$ cat config.mk
export PLATFORM = sky130hd
export DESIGN_NAME = conf_int_mac__seq__arch_agnos
export DESIGN_NICKNAME = d
export VERILOG_FILES = /design/src/rtl/conf_int_mac__seq__arch_agnos.sv
export SDC_FILE = /design/constraint.sdc
export NUM_CORES = 1
export LEC_CHECK = 0
export BUFFER_PORTS_ARGS = -buffer_cell sky130_fd_sc_hd__buf_4
export CAP_MARGIN = 20
export CORE_MARGIN = 2
export CORE_UTILIZATION = 55
export DETAILED_ROUTE_END_ITERATION = 10
export PLACE_DENSITY = 0.73
export RECOVER_POWER = 100
export SYNTH_ARGS = -nofsm -noshare
export SYNTH_HDL_FRONTEND = slang
export SYNTH_SLANG_ARGS = --single-unit
$ cat constraint.sdc
create_clock -name clk -period 10.7 [get_ports clk]
set_clock_uncertainty 0.1 [all_clocks]
set_input_delay 0.535 -clock clk [delete_from_list [all_inputs] [get_ports clk]]
set_output_delay 0.535 -clock clk [all_outputs]
set_load 0.01 [all_outputs]
$ cat src/rtl/conf_int_mac__seq__arch_agnos.sv
// Sequential, precision-configurable signed integer multiply-accumulate unit.
// A run-time precision `prec` keeps only the top p operand bits (floor
// truncation). The product of the truncated operands is built one multiplier
// bit per cycle. It is then loaded into the accumulator or added to it.
// Ports:
//   clk, rst (sync, active-low)
//   in_valid / in_ready    : operand handshake (a, b, prec, acc__sel)
//   out_valid / out_ready  : result handshake; d is the accumulator value
module conf_int_mac__seq__arch_agnos #(
  parameter int unsigned DATA_PATH_BITWIDTH = 32,
  parameter int unsigned OP_BITWIDTH        = 32,
  parameter int unsigned PREC_W             = $clog2(DATA_PATH_BITWIDTH) + 1
) (
  input  logic                            clk,
  input  logic                            rst,
  input  logic                            in_valid,
  output logic                            in_ready,
  input  logic [DATA_PATH_BITWIDTH-1:0]   a,
  input  logic [DATA_PATH_BITWIDTH-1:0]   b,
  input  logic [PREC_W-1:0]               prec,
  input  logic                            acc__sel,
  output logic                            out_valid,
  input  logic                            out_ready,
  output logic [2*DATA_PATH_BITWIDTH-1:0] d
);

  localparam int unsigned DW = DATA_PATH_BITWIDTH;
  localparam int unsigned RW = 2 * DATA_PATH_BITWIDTH;

  typedef enum logic [1:0] {IDLE, CALC, DONE} state_t;

  state_t            state;
  logic [RW-1:0]     acc;
  logic [RW-1:0]     prod;
  logic [RW-1:0]     mcand;
  logic [DW-1:0]     mplier;
  logic [PREC_W-1:0] cnt;
  logic              sel;

  logic [PREC_W-1:0] p_eff;
  logic [PREC_W-1:0] lsb;
  logic [DW-1:0]     keep;
  logic [DW-1:0]     at_t;
  logic [DW-1:0]     bt_t;
  logic [RW-1:0]     mcand_init;
  logic [DW-1:0]     mplier_init;
  logic              last;
  logic [RW-1:0]     term;
  logic [RW-1:0]     prod_next;
  logic [RW-1:0]     acc_next;

  // Effective precision: out-of-range requests (including 0) clamp to the maximum.
  always_comb begin
    p_eff = PREC_W'(OP_BITWIDTH);
    if (prec != '0 && prec <= PREC_W'(OP_BITWIDTH)) begin
      p_eff = prec;
    end
  end

  // Floor truncation: clear the low bits, then align the multiplier so that
  // bit L sits at position 0 and the multiplicand carries the 2^L weight.
  always_comb begin
    lsb         = PREC_W'(DW) - p_eff;
    keep        = {DW{1'b1}} << lsb;
    at_t        = a & keep;
    bt_t        = b & keep;
    mcand_init  = {{DW{at_t[DW-1]}}, at_t} << lsb;
    mplier_init = bt_t >> lsb;
  end

  // One shift-add step. The last step handles the multiplier sign bit, so its
  // term is subtracted, which keeps the signed product exact.
  always_comb begin
    last      = (cnt == PREC_W'(1));
    term      = mplier[0] ? mcand : '0;
    prod_next = last ? (prod - term) : (prod + term);
    acc_next  = sel ? (acc + prod_next) : prod_next;
  end

  // Control FSM and datapath registers.
  always_ff @(posedge clk) begin
    if (!rst) begin
      state     <= IDLE;
      acc       <= '0;
      prod      <= '0;
      mcand     <= '0;
      mplier    <= '0;
      cnt       <= '0;
      sel       <= 1'b0;
      in_ready  <= 1'b1;
      out_valid <= 1'b0;
    end else begin
      case (state)
        IDLE: begin
          if (in_valid) begin
            mcand    <= mcand_init;
            mplier   <= mplier_init;
            prod     <= '0;
            cnt      <= p_eff;
            sel      <= acc__sel;
            in_ready <= 1'b0;
            state    <= CALC;
          end
        end
        CALC: begin
          prod   <= prod_next;
          mcand  <= mcand << 1;
          mplier <= mplier >> 1;
          cnt    <= cnt - PREC_W'(1);
          if (last) begin
            acc       <= acc_next;
            out_valid <= 1'b1;
            state     <= DONE;
          end
        end
        DONE: begin
          if (out_ready) begin
            out_valid <= 1'b0;
            in_ready  <= 1'b1;
            state     <= IDLE;
          end
        end
        default: begin
          out_valid <= 1'b0;
          in_ready  <= 1'b1;
          state     <= IDLE;
        end
      endcase
    end
  end

  assign d = acc;

endmodule
==> results.md, run 1 <==
Synthesis:
- The prevailing post-synth register cell is sky130_fd_sc_hd__dfxtp_1.
- The number of nets produced by synthesis is 3456.
- The cell area after synthesis is 22510 µm².
- The post-synthesis cell type count is 87.
- The cell count after synthesis came out at 3246.
- Yosys printed 0 warnings.
- The fraction of synthesis flops using an asynchronous set or reset pin is 0.
- Averaged over all synthesized cells, the footprint is 6.933 µm².
- The flip-flop and latch count after synthesis is 235.
- Of the synthesized area, sequential elements account for 0.2090.
- The synthesized design contains 0 enable-type register cells.

CTS:
- The clock-pin slew of the registers on the worst-case setup and hold paths is 0.07 ns.
- In this run the clock root is driven by a sky130_fd_sc_hd__clkbuf_16.
- The number of buffers inserted during clock tree synthesis is 28.
- The post-cts repair resize count is 0.
- TritonCTS built the clock tree.
- The clock reaches the later pin of the worst-skew pair after 0.58 ns.
- Post-CTS timing repair inserted 0 buffers for setup.
- The clock drives 235 sinks.
- The longest clock path from root to sink contains 3 buffers.
- Hold repair after CTS inserted 0 buffers.
- The level count of the clock H-tree is 1.

Floorplanning:
- The core footprint is 40650 µm².
- The die area is 42550 µm².
- The number of placement rows is 74.
- The vertical die dimension is 206.3 µm.
- Pin placement for this block handled 141 I/O pins.
- For this configuration, the core starts out at a cell density of 0.5537.
- The width of the die is 206.3 µm.

Pwr:
- Overall power consumption after layout is estimated at 9.080 mW.
- In this run the power density over the cells is 372.5 nW/µm².
- The standby leakage power is 10.01 nW.
- The worst ir drop on vdd is 193.2 µV.

Timing:
- Adding up every negative setup slack in the final design gives 0 ns.
- The clock period minus worst slack is 9.385 ns.
- The headroom to the max-slew limit is -1.483.
- For the pin with the worst max-slew slack, the measured transition is 3.724 ns.
- The timing-limited maximum frequency is 0.1066 GHz.
- The final worst slack is 1.315 ns.
- The number of hold violations in the final report was 0.
- The number of pins with negative max-slew slack in the final report is 573.
- The share of the clock period used by the worst path after layout is 0.8771.
- Hold is met by 0.1280 ns.
- Setup violations remaining at the end of the flow were counted as 0.
- Setup repair after global routing left no endpoint under its margin.

Detailed routing:
- The number of iterations in the first detailed-routing pass is 7.
- The routed via count divided by cell count is 6.606.
- After detailed routing, the number of remaining DRC violations is 0.
- The final wirelength is 77.50 mm.
- Dividing the detail-routed wire length by the instance count gives 20.57 µm.
- The number of vias after detailed routing is 24880.
- After the first detailed-routing iteration, the DRC count stood at 2413.
- The antenna violation net count after detailed routing is 0.

GRT:
- The global-route usage over all layers is 0.3509.
- For met3 alone, demand over resource in global routing was 0.04052.
- The met1 track utilization from global routing is 0.4861.
- For this run, global-route usage on met2 was measured as 0.5599.
- The first global-routing pass estimated 121.1 mm of wire.
- The initial antenna violation count was 0.
- Entering global routing, the biggest net connects 76 pins.
- The layer flagged by global routing as most heavily used is met2.
- The leftover overflow at the end of global routing is 0.
- The via count of the first global-routing pass is 22520.

Placed design:
- The number of input and output port buffers inserted is 140.
- In this run, placement finished with an instance count of 3716.
- Before CTS, the worst setup slack after placement is 1.862 ns.
- The congestion estimate from routability-driven global placement came to 0.9754.
- After detailed placement, the total cell area comes to 23650 µm².
- Detailed placement finished with a half-perimeter wire length of 57.64 mm.

Cells and area:
- The layout overhead on the synthesized area is 8.312%.
- The fraction of final layout cells with drive strength greater than 1 is 0.05904.
- The final instance area is 24380 µm².
- In the final design database the tool counted 3424 nets.
- The final core area utilization is 0.5997.
- The number of antenna diodes in the final layout is 0.
- In the layout the commonest cells are sky130_fd_sc_hd__nand2_1 (435), sky130_fd_sc_hd__a21oi_1 (348), sky130_fd_sc_hd__nor2_1 (311).
- The commonest non-fill, non-tap cell in the layout is sky130_fd_sc_hd__nand2_1.
- The number of non-filler instances in the completed layout is 3767.

Worst setup path:
- In this design, the stage delay of the slowest critical-path cell is 2.12 ns.
- The largest fanout on the critical path is 66.
- The critical path is of the in -> reg type.
- The slowest stage cell on the critical path is sky130_fd_sc_hd__clkbuf_1.
- Data arrives at the worst endpoint at 9.78 ns.
- Walking the worst path, the cells encountered are clkbuf_1 > nand2b_2 > clkbuf_1 > ha_1 > inv_1 > ha_2 > clkbuf_1 > nand2b_1 > a31oi_1 > o21ai_0 > o21ai_0 > o21ai_0 > mux2i_1 > nor2_1 > a211oi_1 > a211oi_1 > o31ai_1.
- Data on the critical path is required at its endpoint by 11.09 ns.
- STA classifies the critical path endpoint as a flip-flop.
- The worst setup path is launched from an input pin.
- In this design, the largest share of critical-path delay is due to buffers and inverters.
- The combined buffer and inverter count along the critical path is 4.

Status:
- The flow ran to the end, but the final reports show violations.
- The checks that failed: max-capacitance violations, max-slew violations.

Min path:
- The type of the tightest min-delay check is in -> reg.

Flow run:
- Max-cap violations in this run came to 10.
## area by class of cell
cell class              instances  area [µm²]
clock buffers                  38       809.5
clock inverters                13       247.7
fillers                      3940       16270
inverters                      75       284.0
multi-input cells            2702       16660
flip-flops and latches        235        4707
well taps                     532       665.6
repair buffers                172        1002
## synthesized netlist by cell type (43+ instances only)
library cell	n	area share
sky130_fd_sc_hd__inv_1	73	0.012
sky130_fd_sc_hd__nor3_1	94	0.021
sky130_fd_sc_hd__o21ai_0	229	0.051
sky130_fd_sc_hd__ha_1	133	0.074
sky130_fd_sc_hd__a31oi_1	69	0.019
sky130_fd_sc_hd__nand3_1	141	0.031
sky130_fd_sc_hd__nand2_1	435	0.073
sky130_fd_sc_hd__a21o_1	79	0.026
sky130_fd_sc_hd__xnor2_1	89	0.035
sky130_fd_sc_hd__nand4_1	50	0.014
sky130_fd_sc_hd__xor2_1	53	0.021
sky130_fd_sc_hd__a211oi_1	43	0.014
sky130_fd_sc_hd__a21oi_1	347	0.077
sky130_fd_sc_hd__mux2i_1	97	0.043
sky130_fd_sc_hd__nor2_1	314	0.052
sky130_fd_sc_hd__clkbuf_1	188	0.031
sky130_fd_sc_hd__dfxtp_1	235	0.21
## worst min-delay path, cell delays in order
cell and delay (ns):
sky130_fd_sc_hd__buf_4 0.11, sky130_fd_sc_hd__nand2_1 0.06, sky130_fd_sc_hd__a21oi_1 0.05
## registers in the layout (all words and copies together), names as in the netlist
signal,flops
in_ready,1
prod,64
state,2
mplier,32
d,64
mcand,64
out_valid,1
sel,1
cnt,6
## report_power, final
group          internal, mW  switching (mW)
logic                  2.41            4.41
clock network         0.696           0.413
registers              1.02           0.131
## routing by layer
layer | vias up | share of wire
li1 | 11860 | -
met1 | 11620 | 0.44
met2 | 1195 | 0.44
met3 | 213 | 0.081
met4 | 0 | 0.039
met5 | - | 0
## worst paths after layout
path	from	end	slack, ns	cells after the start
setup / recovery	prec[5]	mplier[15]$_SDFFE_PN0P_	1.32	17
hold / removal	acc__sel	sel$_SDFFE_PN0P_	0.13	3
setup reg to reg	mcand[5]$_SDFFE_PN0P_	d[60]$_SDFFE_PN0P_	1.42	29
hold reg to reg	mplier[14]$_SDFFE_PN0P_	mplier[13]$_SDFFE_PN0P_	0.36	2
## cell families (layout without fill, tap and decap cells)
group / count (synthesis) / after routing / share of synthesized area
xor gates and xnor gates: 142 / 142 / 0.05526
muxes: 118 / 118 / 0.05565
AOI/OAI and AO/OA: 1126 / 1126 / 0.3165
adders and majority gates: 135 / 135 / 0.07572
and+or+nand+nor: 1181 / 1181 / 0.2357
buffers and inverters: 309 / 298 / 0.05209
DFF: 235 / 235 / 0.2090
Power figures use the tool's default switching activity.
==> inputs of run 2 (changes only) <==
PLACE_DENSITY = 0.71   (was 0.73)
==> run 2 against run 1 <==
- the flow still finishes with violations (max-capacitance violations, max-slew violations)
- critical path depth is 1 higher
- total power is 1.4% higher
- hold slack got worse by 0.028 ns
- clock power hardly changed
- wire length rose by 1.4%
- non-clock buffer count grew 2
- first-iteration DRC count rose by 6.6%
- die area stayed put
- critical endpoint is now mplier[6]$_SDFFE_PN0P_
- clock-buffer cell count up 4
- cell area barely moved
- setup slack worse by 0.014 ns
==> results.md, run 2 (synthesized netlist as in run 1, its figures left out) <==
CTS:
- The number of buffers inserted during clock tree synthesis is 30 (+7.1%).
- The clock insertion delay at the later pin of the skew report is 0.59 ns (about the same).
- The number of buffers added for setup after CTS is 0 (unchanged).
- The maximum number of buffers from clock root to sink is 3 (unchanged).
- The number of clock sinks was 235 (unchanged).
- The clock-pin slew of the registers on the worst-case setup and hold paths is 0.05 ns (-0.02 ns).
- In this run the clock root is driven by a sky130_fd_sc_hd__clkbuf_16.
- The level count of the clock H-tree was 1 (unchanged).
- The cts-stage hold buffer count is 0 (unchanged).
- The clock tree from TritonCTS is done.
- The post-cts repair resize count is 0 (unchanged).

Timing:
- The sum of negative setup slack is 0 ns (unchanged).
- The clock period minus worst slack was 9.398 ns (+0.01352 ns).
- The number of pins with negative max-slew slack in the final report is 339 (-41%).
- The headroom to the max-slew limit is -2.360 (-0.8768).
- The post-route worst hold slack came to 0.09977 ns (-0.02827 ns).
- The share of the clock period used by the worst path after layout is 0.8784 (+0.001264).
- The count of final setup violators is 0 (unchanged).
- The transition at the pin with the smallest max-transition slack was 5.040 ns (+1.315 ns).
- Setup repair after global routing left no endpoint under its margin.
- The timing-limited maximum frequency was 0.1064 GHz (-0.14%).
- The number of hold violations in the final report came to 0 (unchanged).

Cells and area:
- The count of inserted antenna diode cells is 0 (unchanged).
- The layout overhead on the synthesized area came to 8.395% (about the same).
- The final instance area is 24390 µm² (about the same).
- The number of fill cells is 3952 (+0.30%).
- The final core area utilization was 0.6002 (about the same).
- The number of nets at the end of the flow is 3428 (+0.12%).
- The commonest non-fill, non-tap cell in the layout is sky130_fd_sc_hd__nand2_1.
- The library cells used most frequently in the layout, excluding fill and tap cells, are sky130_fd_sc_hd__nand2_1 (435), sky130_fd_sc_hd__a21oi_1 (348), sky130_fd_sc_hd__nor2_1 (311).
- The fraction of final layout cells with drive strength greater than 1 came to 0.05991 (+0.0008718).

Min path:
- The number of stages on the worst hold path is 3 (unchanged).
- The type of the tightest min-delay check is in -> reg.

GRT:
- The leftover overflow at the end of global routing was 0 (unchanged).
- The via count of the first global-routing pass came to 22580 (+0.28%).
- The initial antenna violation count is 0 (unchanged).
- The wire length of the first global-routing pass was 122.5 mm (+1.2%).
- The global-route usage over all layers is 0.3550 (+0.004067).
- The pin count of the biggest net entering global routing is 79 (+3.9%).

Detailed routing:
- The routed length per instance is 20.84 µm (+1.3%).
- The antenna violation net count after detailed routing is 0 (unchanged).
- The routed via count divided by cell count is 6.638 (+0.50%).
- The number of design rule violations left after detail routing is 0 (unchanged).
- The number of iterations in the first detailed-routing pass was 7 (unchanged).
- The number of DRC markers after the initial detailed-route iteration is 2572 (+6.6%).
- The number of vias after detailed routing came to 25030 (+0.58%).
- The final wirelength came to 78.59 mm (+1.4%).

Flow run:
- The max capacitance violation total is 6 (-4).

Floorplanning:
- The width of the die was 206.3 µm (unchanged).
- The die area is 42550 µm² (unchanged).
- The vertical die dimension is 206.3 µm (unchanged).
- The initial cell density of the core came to 0.5537 (unchanged).
- The I/O pin count is 141 (unchanged).
- The number of placement rows is 74 (unchanged).
- The core footprint is 40650 µm² (unchanged).

Pwr:
- The worst ir drop on vdd is 180.9 µV (-6.4%).
- The standby leakage power came to 10.00 nW (about the same).
- The total power is 9.206 mW (+1.4%).
- The power density over the cells is 377.4 nW/µm² (+1.3%).

Worst setup path:
- The minimum setup slack among reg-to-reg paths came to 1.56 ns (+0.14 ns).
- The type of origin of the critical path is an input pin.
- The logic depth of the worst register-to-register path is 29 (unchanged).
- The largest fanout on the critical path is 66 (unchanged).
- The endpoint arrival time on the critical path came to 9.73 ns (-0.05 ns).
- The required time at the worst-slack endpoint is 11.04 ns (-0.05 ns).
- The type of the worst setup path is in -> reg.
- STA classifies the critical path endpoint as a flip-flop.

Placed design:
- The number of input and output port buffers inserted was 140 (unchanged).
- The post-detailed-placement cell area is 23660 µm² (about the same).
- The detailed-placement wirelength estimate is 57.84 mm (+0.35%).
- The placer's final routability congestion estimate is 0.9948 (+2.0%).

Status:
- The flow ran to the end, but the final reports show violations.
- The final reports fail on max-capacitance violations, max-slew violations.
run 2: cell types whose count changed in the layout (fill, tap and decap cells not counted), moves of 2 or more:
cell,before,now
sky130_fd_sc_hd__clkinvlp_4,0,5
sky130_fd_sc_hd__clkinv_4,2,0
sky130_fd_sc_hd__clkinv_2,4,1
sky130_fd_sc_hd__clkbuf_8,5,7
sky130_fd_sc_hd__bufinv_16,7,4
sky130_fd_sc_hd__clkbuf_16,29,31
sky130_fd_sc_hd__buf_4,95,98
run 2: final cells by class:
type                    instances  area (µm²)  share of cell area
inverters                      75       284.0             0.01164
clock inverters                10       162.7            0.006668
flip-flops and latches        235        4707              0.1930
clock buffers                  42       887.1             0.03636
repair buffers                174        1021             0.04185
multi-input cells            2702       16670              0.6832
well taps                     532       665.6             0.02729
run 2: critical path: stages:
cell	delay (ns)
sky130_fd_sc_hd__clkbuf_1	0.38
sky130_fd_sc_hd__nand2b_2	0.21
sky130_fd_sc_hd__clkbuf_1	2.15
sky130_fd_sc_hd__ha_1	0.63
sky130_fd_sc_hd__inv_1	0.08
sky130_fd_sc_hd__ha_2	0.31
sky130_fd_sc_hd__clkbuf_1	2.15
sky130_fd_sc_hd__inv_1	0.22
sky130_fd_sc_hd__buf_4	0.44
sky130_fd_sc_hd__nand2_1	0.42
sky130_fd_sc_hd__o211ai_1	0.15
sky130_fd_sc_hd__a21oi_1	0.37
sky130_fd_sc_hd__mux2i_1	0.15
sky130_fd_sc_hd__mux2i_1	0.25
sky130_fd_sc_hd__mux2i_1	0.24
sky130_fd_sc_hd__o221ai_1	0.35
sky130_fd_sc_hd__nor2_1	0.10
sky130_fd_sc_hd__a311oi_1	0.50
run 2: stage by stage:
step,worst slack (ns),cells
after floorplan,2.813,3246
after global placement,2.103,3718
after detailed placement,1.945,3718
after CTS,1.938,3770
after global routing,0.8501,3770
final,1.302,3770
run 2: worst paths after layout:
path                          from                      to
max                        prec[5]  mplier[6]$_SDFFE_PN0P_
min                       acc__sel        sel$_SDFFE_PN0P_
min reg2reg  prod[41]$_SDFFE_PN0P_   prod[41]$_SDFFE_PN0P_
max reg2reg  mcand[5]$_SDFFE_PN0P_      d[60]$_SDFFE_PN0P_
run 2: metal layers:
layer,vias to the layer above,track usage,share of wire
met5,-,0,0
met2,1269,0.5523,0.43
met3,201,0.04872,0.089
met1,11680,0.4981,0.44
li1,11880,-,-
met4,0,0.1293,0.035
run 2: where the power goes:
part	leakage, nW	internal [mW]	switching [mW]
Clock	0.498	0.667	0.423
Combinational	7.59	2.43	4.53
Sequential	1.92	1.02	0.136
